--- src/rtl/if_fetch_stage.sv ---
// Instruction-fetch stage: owns the PC and the IF/ID register, with a one-entry skid buffer and redirect handling.
// Optional feature macro: BRANCH_DELAY_SLOT_EN (delay-slot branches instead of flush/squash).
module if_fetch_stage #(
  parameter logic [15:0] RESET_PC = 16'h0000,
  parameter logic [15:0] NOP_WORD = 16'h0800
) (
  input  logic        clk,
  input  logic        rst,
  output logic [15:0] pc_out,
  input  logic [15:0] instr_in,
  input  logic        instr_valid,
  input  logic        mem_conflict,
  input  logic        stall,
  input  logic        branch_taken,
  input  logic [15:0] branch_target,
  output logic [15:0] ifid_instr,
  output logic [15:0] ifid_pc,
  output logic        ifid_valid,
  output logic        fetch_hold
);

  localparam int unsigned XLEN = 16;

  typedef enum logic {S_EMPTY, S_FULL} state_e;

  state_e            state_q, state_d;
  logic [XLEN-1:0]   pc_q, pc_d;
  logic [XLEN-1:0]   skid_instr_q, skid_instr_d;
  logic [XLEN-1:0]   skid_pc_q, skid_pc_d;
  logic [XLEN-1:0]   ifid_instr_q, ifid_instr_d;
  logic [XLEN-1:0]   ifid_pc_q, ifid_pc_d;
  logic              ifid_valid_q, ifid_valid_d;
  logic              squash_q, squash_d;
  logic              pending_q, pending_d;
  logic [XLEN-1:0]   target_q, target_d;
  logic              fetch_hold_q;

  logic              accept;
  logic              flush;
  logic [XLEN-1:0]   pc_next;

  // State register
  always_ff @(posedge clk) begin
    if (rst) begin
      state_q      <= S_EMPTY;
      pc_q         <= RESET_PC;
      skid_instr_q <= NOP_WORD;
      skid_pc_q    <= XLEN'(0);
      ifid_instr_q <= NOP_WORD;
      ifid_pc_q    <= XLEN'(0);
      ifid_valid_q <= 1'b0;
      squash_q     <= 1'b0;
      pending_q    <= 1'b0;
      target_q     <= XLEN'(0);
      fetch_hold_q <= 1'b0;
    end else begin
      state_q      <= state_d;
      pc_q         <= pc_d;
      skid_instr_q <= skid_instr_d;
      skid_pc_q    <= skid_pc_d;
      ifid_instr_q <= ifid_instr_d;
      ifid_pc_q    <= ifid_pc_d;
      ifid_valid_q <= ifid_valid_d;
      squash_q     <= squash_d;
      pending_q    <= pending_d;
      target_q     <= target_d;
      fetch_hold_q <= (state_d == S_FULL);
    end
  end

  // Next-state: redirect, drain, accept and bubble insertion
  always_comb begin
    state_d      = state_q;
    pc_d         = pc_q;
    skid_instr_d = skid_instr_q;
    skid_pc_d    = skid_pc_q;
    ifid_instr_d = ifid_instr_q;
    ifid_pc_d    = ifid_pc_q;
    ifid_valid_d = ifid_valid_q;
    squash_d     = squash_q;
    pending_d    = pending_q;
    target_d     = target_q;

    accept = instr_valid && !mem_conflict && !squash_q;

`ifdef BRANCH_DELAY_SLOT_EN
    flush   = 1'b0;
    pc_next = pending_q ? target_q : XLEN'(pc_q + XLEN'(1));
`else
    flush   = branch_taken;
    pc_next = XLEN'(pc_q + XLEN'(1));
`endif

    // A returning word after a flush belongs to the old path
    if (instr_valid && squash_q) squash_d = 1'b0;

    if (flush) begin
      pc_d         = branch_target;
      ifid_instr_d = NOP_WORD;
      ifid_valid_d = 1'b0;
      state_d      = S_EMPTY;
      squash_d     = !instr_valid;
    end else if (!stall) begin
      if (state_q == S_FULL) begin
        ifid_instr_d = skid_instr_q;
        ifid_pc_d    = skid_pc_q;
        ifid_valid_d = 1'b1;
        if (accept) begin
          skid_instr_d = instr_in;
          skid_pc_d    = pc_q;
          pc_d         = pc_next;
          pending_d    = 1'b0;
        end else begin
          state_d = S_EMPTY;
        end
      end else if (accept) begin
        ifid_instr_d = instr_in;
        ifid_pc_d    = pc_q;
        ifid_valid_d = 1'b1;
        pc_d         = pc_next;
        pending_d    = 1'b0;
      end else begin
        ifid_instr_d = NOP_WORD;
        ifid_valid_d = 1'b0;
      end
    end else if (state_q == S_EMPTY && accept) begin
      skid_instr_d = instr_in;
      skid_pc_d    = pc_q;
      pc_d         = pc_next;
      pending_d    = 1'b0;
      state_d      = S_FULL;
    end

`ifdef BRANCH_DELAY_SLOT_EN
    // A newer branch overrides any target still waiting for its delay slot
    if (branch_taken) begin
      pending_d = 1'b1;
      target_d  = branch_target;
    end
`endif
  end

  assign pc_out     = pc_q;
  assign ifid_instr = ifid_instr_q;
  assign ifid_pc    = ifid_pc_q;
  assign ifid_valid = ifid_valid_q;
  assign fetch_hold = fetch_hold_q;

endmodule

--- config.mk ---
export PLATFORM = sky130hd
export DESIGN_NAME = if_fetch_stage
export DESIGN_NICKNAME = d
export VERILOG_FILES = /design/src/rtl/if_fetch_stage.sv
export SDC_FILE = /design/constraint.sdc
export NUM_CORES = 1
export LEC_CHECK = 0
export BUFFER_PORTS_ARGS = -buffer_cell sky130_fd_sc_hd__buf_2
export CELL_PAD_IN_SITES_DETAIL_PLACEMENT = 1
export CELL_PAD_IN_SITES_GLOBAL_PLACEMENT = 2
export CORE_MARGIN = 2
export CORE_UTILIZATION = 28
export CTS_CLUSTER_DIAMETER = 120
export DETAILED_ROUTE_END_ITERATION = 8
export GPL_ROUTABILITY_DRIVEN = 1
export PLACE_DENSITY = 0.7
export SLEW_MARGIN = 40
export SYNTH_ARGS = -nofsm -noshare
export SYNTH_HDL_FRONTEND = slang
export SYNTH_SLANG_ARGS = --single-unit
--- constraint.sdc ---
create_clock -name clk -period 2.03 [get_ports clk]
set_input_delay 0.1015 -clock clk [delete_from_list [all_inputs] [get_ports clk]]
set_output_delay 0.1015 -clock clk [all_outputs]
set_load 0.005 [all_outputs]
==> flow_summary.ini, run 1 <==
[setup_path]
criticalPathCategory = in -> reg
r2r.worst_path.cells = 5
crit_path_start_kind = primary input
cp_top_family = simple AND/OR/NAND/NOR gates
worstPathRequired_ns = 2.27
slowest_stage = or4_1
crit_path_end_kind = flip-flop
worstReg2RegStart = pc_out[1]$_SDFFE_PP0P_
path_cells = dlygate4sd3_1, buf_2, nor3b_4, nand3_4, or4_1, a311oi_2
worst-path-max-fanout = 10
cp_num_buf_inv = 2
arrival_ns = 2.17
rrSetupSlack_ns = 0.15
max_stage_delay_ns = 0.56
r2r_end = pc_out[12]$_SDFFE_PP0P_

[logic_synthesis]
syn_inst = 412
synth_seq_cells = 83
synth.distinct_cells = 38
syn_area_mm2 = 0.003528
yosysWarnings = 0
synth.avg_cell_area_um2 = 8.564
ys_seq_area_share_pct = 47.09
syn_nets = 451

[final_layout]
drive_above_1_share_pct = 27.65
final_common_cell = buf_2
final_core_util_pct = 36.72
fin_nets = 544
nFillCells = 1491
layout_common_cells = 87 x buf_2, 82 x dfxtp_1, 70 x nand2_1, 37 x nor2_1, 32 x a21oi_1
stdcell_count = 682
diodes = 0
area_delta_synth_final_pct = 29.72
postLayoutCellArea_mm2 = 0.004577

[grt]
grt_usage_pct = 16.51
met1_usage_pct = 22.47
grtUsageMet3_pct = 3.321
grt_max_degree = 37
first_global_vias = 3277
grt-busiest-layer = met2
grt_pass1_wl_mm = 17.27
met2_usage_pct = 26.01
antenna_found_initial = 1
overflow = 0

[cts]
numCtsBuffers = 9
htree_levels = 3
cts_tree = done
root_buffer = clkbuf_16
clockBufferDepth = 2
cts.clk_slew.worst_paths_ns = 0.06
insertion_delay_ns = 0.34
cts.sinks = 83

[place]
routabilityCongestion = 0.7471
port_buffers = 87
dp.cells = 661
dp_hpwl_mm = 7.464
place_area_mm2 = 0.004229

[run]
drv_cap = 0

[routing]
ant_nets = 0
vias = 3310
drt_wl_total_mm = 10.77
drcViolationCount = 0
first_iter_violations = 136
wl_per_cell_um = 15.79
vias_per_cell = 4.853
drt-pass1-iter-count = 4

[floorplan]
dieArea_mm2 = 0.01352
initial_core_util_pct = 28.30
die_h_um = 116.3
die_w_um = 116.3
rows = 41
io_pins = 88
coreArea_mm2 = 0.01247

[sta]
setup_viol_count_final = 0
timing.fmax_mhz = 518.9
slew_headroom_pct = 70.62
timing.final.crit_share_pct = 94.94
skew_ns = 0.005724
tightest_slew_ns = 0.4407
slew_violations = 0
fin_crit_ns = 1.927
report.final.hold_viol_count = 0

[power]
vdd_ir_drop_max_mv = 0.3719
p_per_area_mw_per_mm2 = 804.3
p_leak_nw = 1.755
total_power_w = 0.003681

[worst_hold_path]
hp-class = in -> reg
hold_depth = 3
worst_hold_startpoint = instr_in[4]
hold_end = skid_instr_q[4]$_SDFFE_PP0P_

[status]
status = finished clean
## layout make-up
cell class                 count  area, um2  area share, %
multi-input combinational    292       1739          38.00
sequential                    83       1663          36.33
timing repair buffer         116      668.1          14.60
clock buffer                  11      252.7          5.522
tap                          172      215.2          4.702
clock inverter                 5      27.53         0.6014
inverter                       3      11.26         0.2460
## flip-flops by register name, indices dropped and copies added (netlist names)
register and flops:
ifid_valid 1, ifid_instr 16, ifid_pc 16, skid_instr_q 16, skid_pc_q 16, pc_out 16
squash_q 1, fetch_hold 1
## layer usage
metal | wire length, um | part of all wire, %
met4 | 153 | 1.4
met5 | 17 | 0.16
met3 | 341 | 3.2
met2 | 5062 | 47
met1 | 5193 | 48
## power breakdown
part           switching, W  leakage, nW  total (W)  internal [W]
logic              0.000215        0.937   0.000385      0.000171
registers         0.0000512        0.677    0.00174       0.00169
clock network      0.000669        0.141    0.00156      0.000887
## worst min-delay path: stages
cell	delay [ns]
buf_2	0.10
nand2_1	0.05
a21oi_1	0.05
## stage by stage
stage / hold slack, ns / TNS [ns] / setup WS [ns]
global route: 0.01582 / -0.002353 / -0.002353
global placement: 0.2979 / 0 / 0.2167
finish: 0.01747 / 0 / 0.1028
CTS: 0.006421 / 0 / 0.08230
floorplan: 0.1808 / 0 / 0.2363
detailed placement: 0.3009 / 0 / 0.1039
## kinds of logic (layout without fill, tap and decap cells)
kind of cell	Yosys count	after routing	share of synthesized area (%)
simple gates	174	174	23.37
compound gates	93	93	18.12
flops	83	83	47.09
buf+inv	37	135	4.539
mux	16	16	4.539
xor+xnor	8	8	1.986
fa+ha+maj	1	1	0.3546
## how the worst max path moves through the flow
stage          depth (start not counted)  slack [ns]                 endpoint                    from
2_1_floorplan                          5        0.24  pc_out[12]$_SDFFE_PP0P_  pc_out[0]$_SDFFE_PP0P_
3_3_place_gp                           5        0.22  pc_out[12]$_SDFFE_PP0P_  pc_out[0]$_SDFFE_PP0P_
3_5_place_dp                           5        0.10  pc_out[12]$_SDFFE_PP0P_  pc_out[0]$_SDFFE_PP0P_
4_1_cts                                5        0.08  pc_out[12]$_SDFFE_PP0P_  pc_out[0]$_SDFFE_PP0P_
5_1_grt                                6      -0.002  pc_out[15]$_SDFFE_PP0P_             instr_valid
6_report                               6        0.10  pc_out[15]$_SDFFE_PP0P_             instr_valid
## synth_stat cells
master / number / area (um2)
a211o_1: 2 / 17.52
a211oi_1: 23 / 172.7
a21boi_1: 1 / 7.510
a21oi_1: 32 / 160.2
a221oi_1: 16 / 140.1
a311oi_1: 8 / 70.07
a31oi_1: 1 / 6.260
and2_1: 2 / 12.51
and3_1: 1 / 6.260
and4_1: 2 / 17.52
buf_1: 6 / 22.52
buf_2: 11 / 55.05
buf_6: 1 / 11.26
clkbuf_1: 16 / 60.06
dfxtp_1: 83 / 1662
ha_1: 1 / 12.51
inv_1: 3 / 11.26
mux2i_1: 16 / 160.2
nand2_1: 71 / 266.5
nand3_1: 5 / 25.02
nand3_2: 2 / 20.02
nand4_1: 6 / 37.54
nor2_1: 37 / 138.9
nor2_2: 1 / 6.260
nor2b_1: 16 / 100.1
nor3_1: 19 / 95.09
nor3b_4: 1 / 18.77
o211ai_1: 1 / 7.510
o21a_1: 1 / 7.510
o21ai_0: 4 / 20.02
o31ai_1: 4 / 30.03
or2_2: 1 / 6.260
or3_1: 4 / 25.02
or3b_1: 1 / 8.760
or4_1: 4 / 30.03
or4b_1: 1 / 10.01
xnor2_1: 1 / 8.760
xor2_1: 7 / 61.31
## what timing repair did
action / 4_1_cts / 5_1_grt
setup buffers: 0 / 4
setup endpoints to repair: 0 / 3
endpoints found under the hold margin: 1 / 0
hold buffers: 1 / 0
gates resized for setup: 0 / 5
Power figures use the tool's default switching activity.
==> inputs of run 2 (changes only) <==
- PLACE_DENSITY: 0.7 -> 0.76
==> run 2 against run 1 <==
Effect of this change:
- final cell count shrank 0.59%
- global-route usage grew 0.23 points
- sequential share of layout area grew 0.13 points
- cell area shrank 0.36%
==> flow_summary.ini, run 2 (synthesis gave the netlist of run 1 again) <==
[sta]
timing.fmax_mhz = 546.7
rsz0062_at_grt = no
setup_viol_count_final = 0
slew_violations = 0
timing.final.crit_share_pct = 90.11
tightest_slew_ns = 0.7273
hold_slack_ns = 0.01154
report.final.hold_viol_count = 0
skew_ns = 0.006320
tns_ns = 0
finalWorstSetupSlack_ns = 0.2007
slew_headroom_pct = 51.51
fin_crit_ns = 1.829

[final_layout]
final_common_cell = buf_2
nFillCells = 1495
fin_nets = 540
area_delta_synth_final_pct = 29.26
multi_input_area_mm2 = 0.001712
drive_above_1_share_pct = 26.09
postLayoutCellArea_mm2 = 0.004561
layout_common_cells = 87 x buf_2, 82 x dfxtp_1, 71 x nand2_1, 37 x nor2_1, 32 x a21oi_1
final_core_util_pct = 36.59
seqCellArea_mm2 = 0.001663
diodes = 0

[floorplan]
coreArea_mm2 = 0.01247
dieArea_mm2 = 0.01352
rows = 41
io_pins = 88
die_w_um = 116.3
initial_core_util_pct = 28.30
die_h_um = 116.3

[routing]
drt_wl_total_mm = 10.62
vias_per_cell = 4.889
vias = 3315
drt-pass1-iter-count = 4
drcViolationCount = 0
ant_nets = 0
first_iter_violations = 177
wl_per_cell_um = 15.66

[place]
port_buffers = 87
routabilityCongestion = 0.7150
place_ws_ns = 0.2125
dp_hpwl_mm = 7.268
place_area_mm2 = 0.004222

[cts]
cts.clk_slew.worst_paths_ns = 0.07
root_buffer = clkbuf_16
insertion_delay_ns = 0.34
numCtsBuffers = 9
cts.sinks = 83
cts_resized = 0
clockBufferDepth = 2
cts_tree = done
htree_levels = 3

[run]
drv_cap = 0

[setup_path]
criticalPathCategory = reg -> reg
worstPathRequired_ns = 2.28
worst-path-max-fanout = 6
crit_path_end_kind = flip-flop
crit_path_start_kind = flip-flop
arrival_ns = 2.07

[power]
p_leak_nw = 1.742
vdd_ir_drop_max_mv = 0.4298
p_per_area_mw_per_mm2 = 853.1

[grt]
overflow = 0
first_global_vias = 3351
grt_usage_pct = 16.74
antenna_found_initial = 0
grt_max_degree = 67
grt_pass1_wl_mm = 17.61

[status]
status = finished clean

[worst_hold_path]
hp-class = in -> reg
[run 2: changes by cell type in the layout (fill, tap and decap cells not counted), moves of 2 or more]
cell,before,now
clkbuf_8,2,0
clkinv_4,0,2
clkinv_2,4,1
nand3_2,0,2
bufinv_16,0,2
nand3_4,2,0
buf_4,27,22
[run 2: path summary, 6_finish.rpt]
kind / from / slack, ns / cells after the start / to
worst max-delay path: pc_out[0]$_SDFFE_PP0P_ / 0.20 / 5 / pc_out[12]$_SDFFE_PP0P_
worst min-delay path: instr_in[4] / 0.01 / 3 / skid_instr_q[4]$_SDFFE_PP0P_
worst max register to register: pc_out[0]$_SDFFE_PP0P_ / 0.20 / 5 / pc_out[12]$_SDFFE_PP0P_
worst min register to register: skid_pc_q[13]$_SDFFE_PP0P_ / 0.46 / 2 / skid_pc_q[13]$_SDFFE_PP0P_
[run 2: per-stage QoR]
step	cells	total power (W)
after CTS	678	0.003950
after global placement	660	0.002143
after floorplan	412	0.001965
final	678	0.003891
after global routing	678	0.004083
after detailed placement	660	0.002153
[run 2: worst max-delay path, stage by stage (launching register included)]
cell      delay, ns
dfxtp_1        0.44
ha_1           0.22
a21boi_1       0.23
nand2_1        0.09
or4_1          0.50
a311oi_1       0.26
[run 2: final cells by class]
| class | count | share of cell area (%) |
|---|---|---|
| Timing Repair Buffer | 112 | 14.05 |
| Inverter | 3 | 0.2469 |
| Sequential cell | 83 | 36.46 |
| Tap cell | 172 | 4.719 |
| Clock inverter | 6 | 1.975 |
| Multi-Input combinational cell | 292 | 37.53 |
| Clock buffer | 10 | 5.021 |
[run 2: where the power goes]
group	switching, W	internal, W	leakage, nW	total (W)
logic	0.000209	0.000164	0.912	0.000373
registers	0.0000521	0.00169	0.677	0.00174
clock network	0.000697	0.00108	0.153	0.00178
total	0.000958	0.00293	1.74	0.00389
[run 2: per-layer routing]
layer	up-vias	routed length [um]	global-route usage, %	part of all wire (%)
met5	-	0	0	0
met2	49	4964	27.33	47
met4	0	139	5.238	1.3
li1	1646	-	-	-
met1	1609	5178	22.29	49
met3	11	334	3.425	3.1
[run 2: timing repair]
action,CTS,global route
endpoints found under the hold margin,2,0
endpoints found under the setup margin,0,0
hold buffers,2,0
buffers inserted,0,0
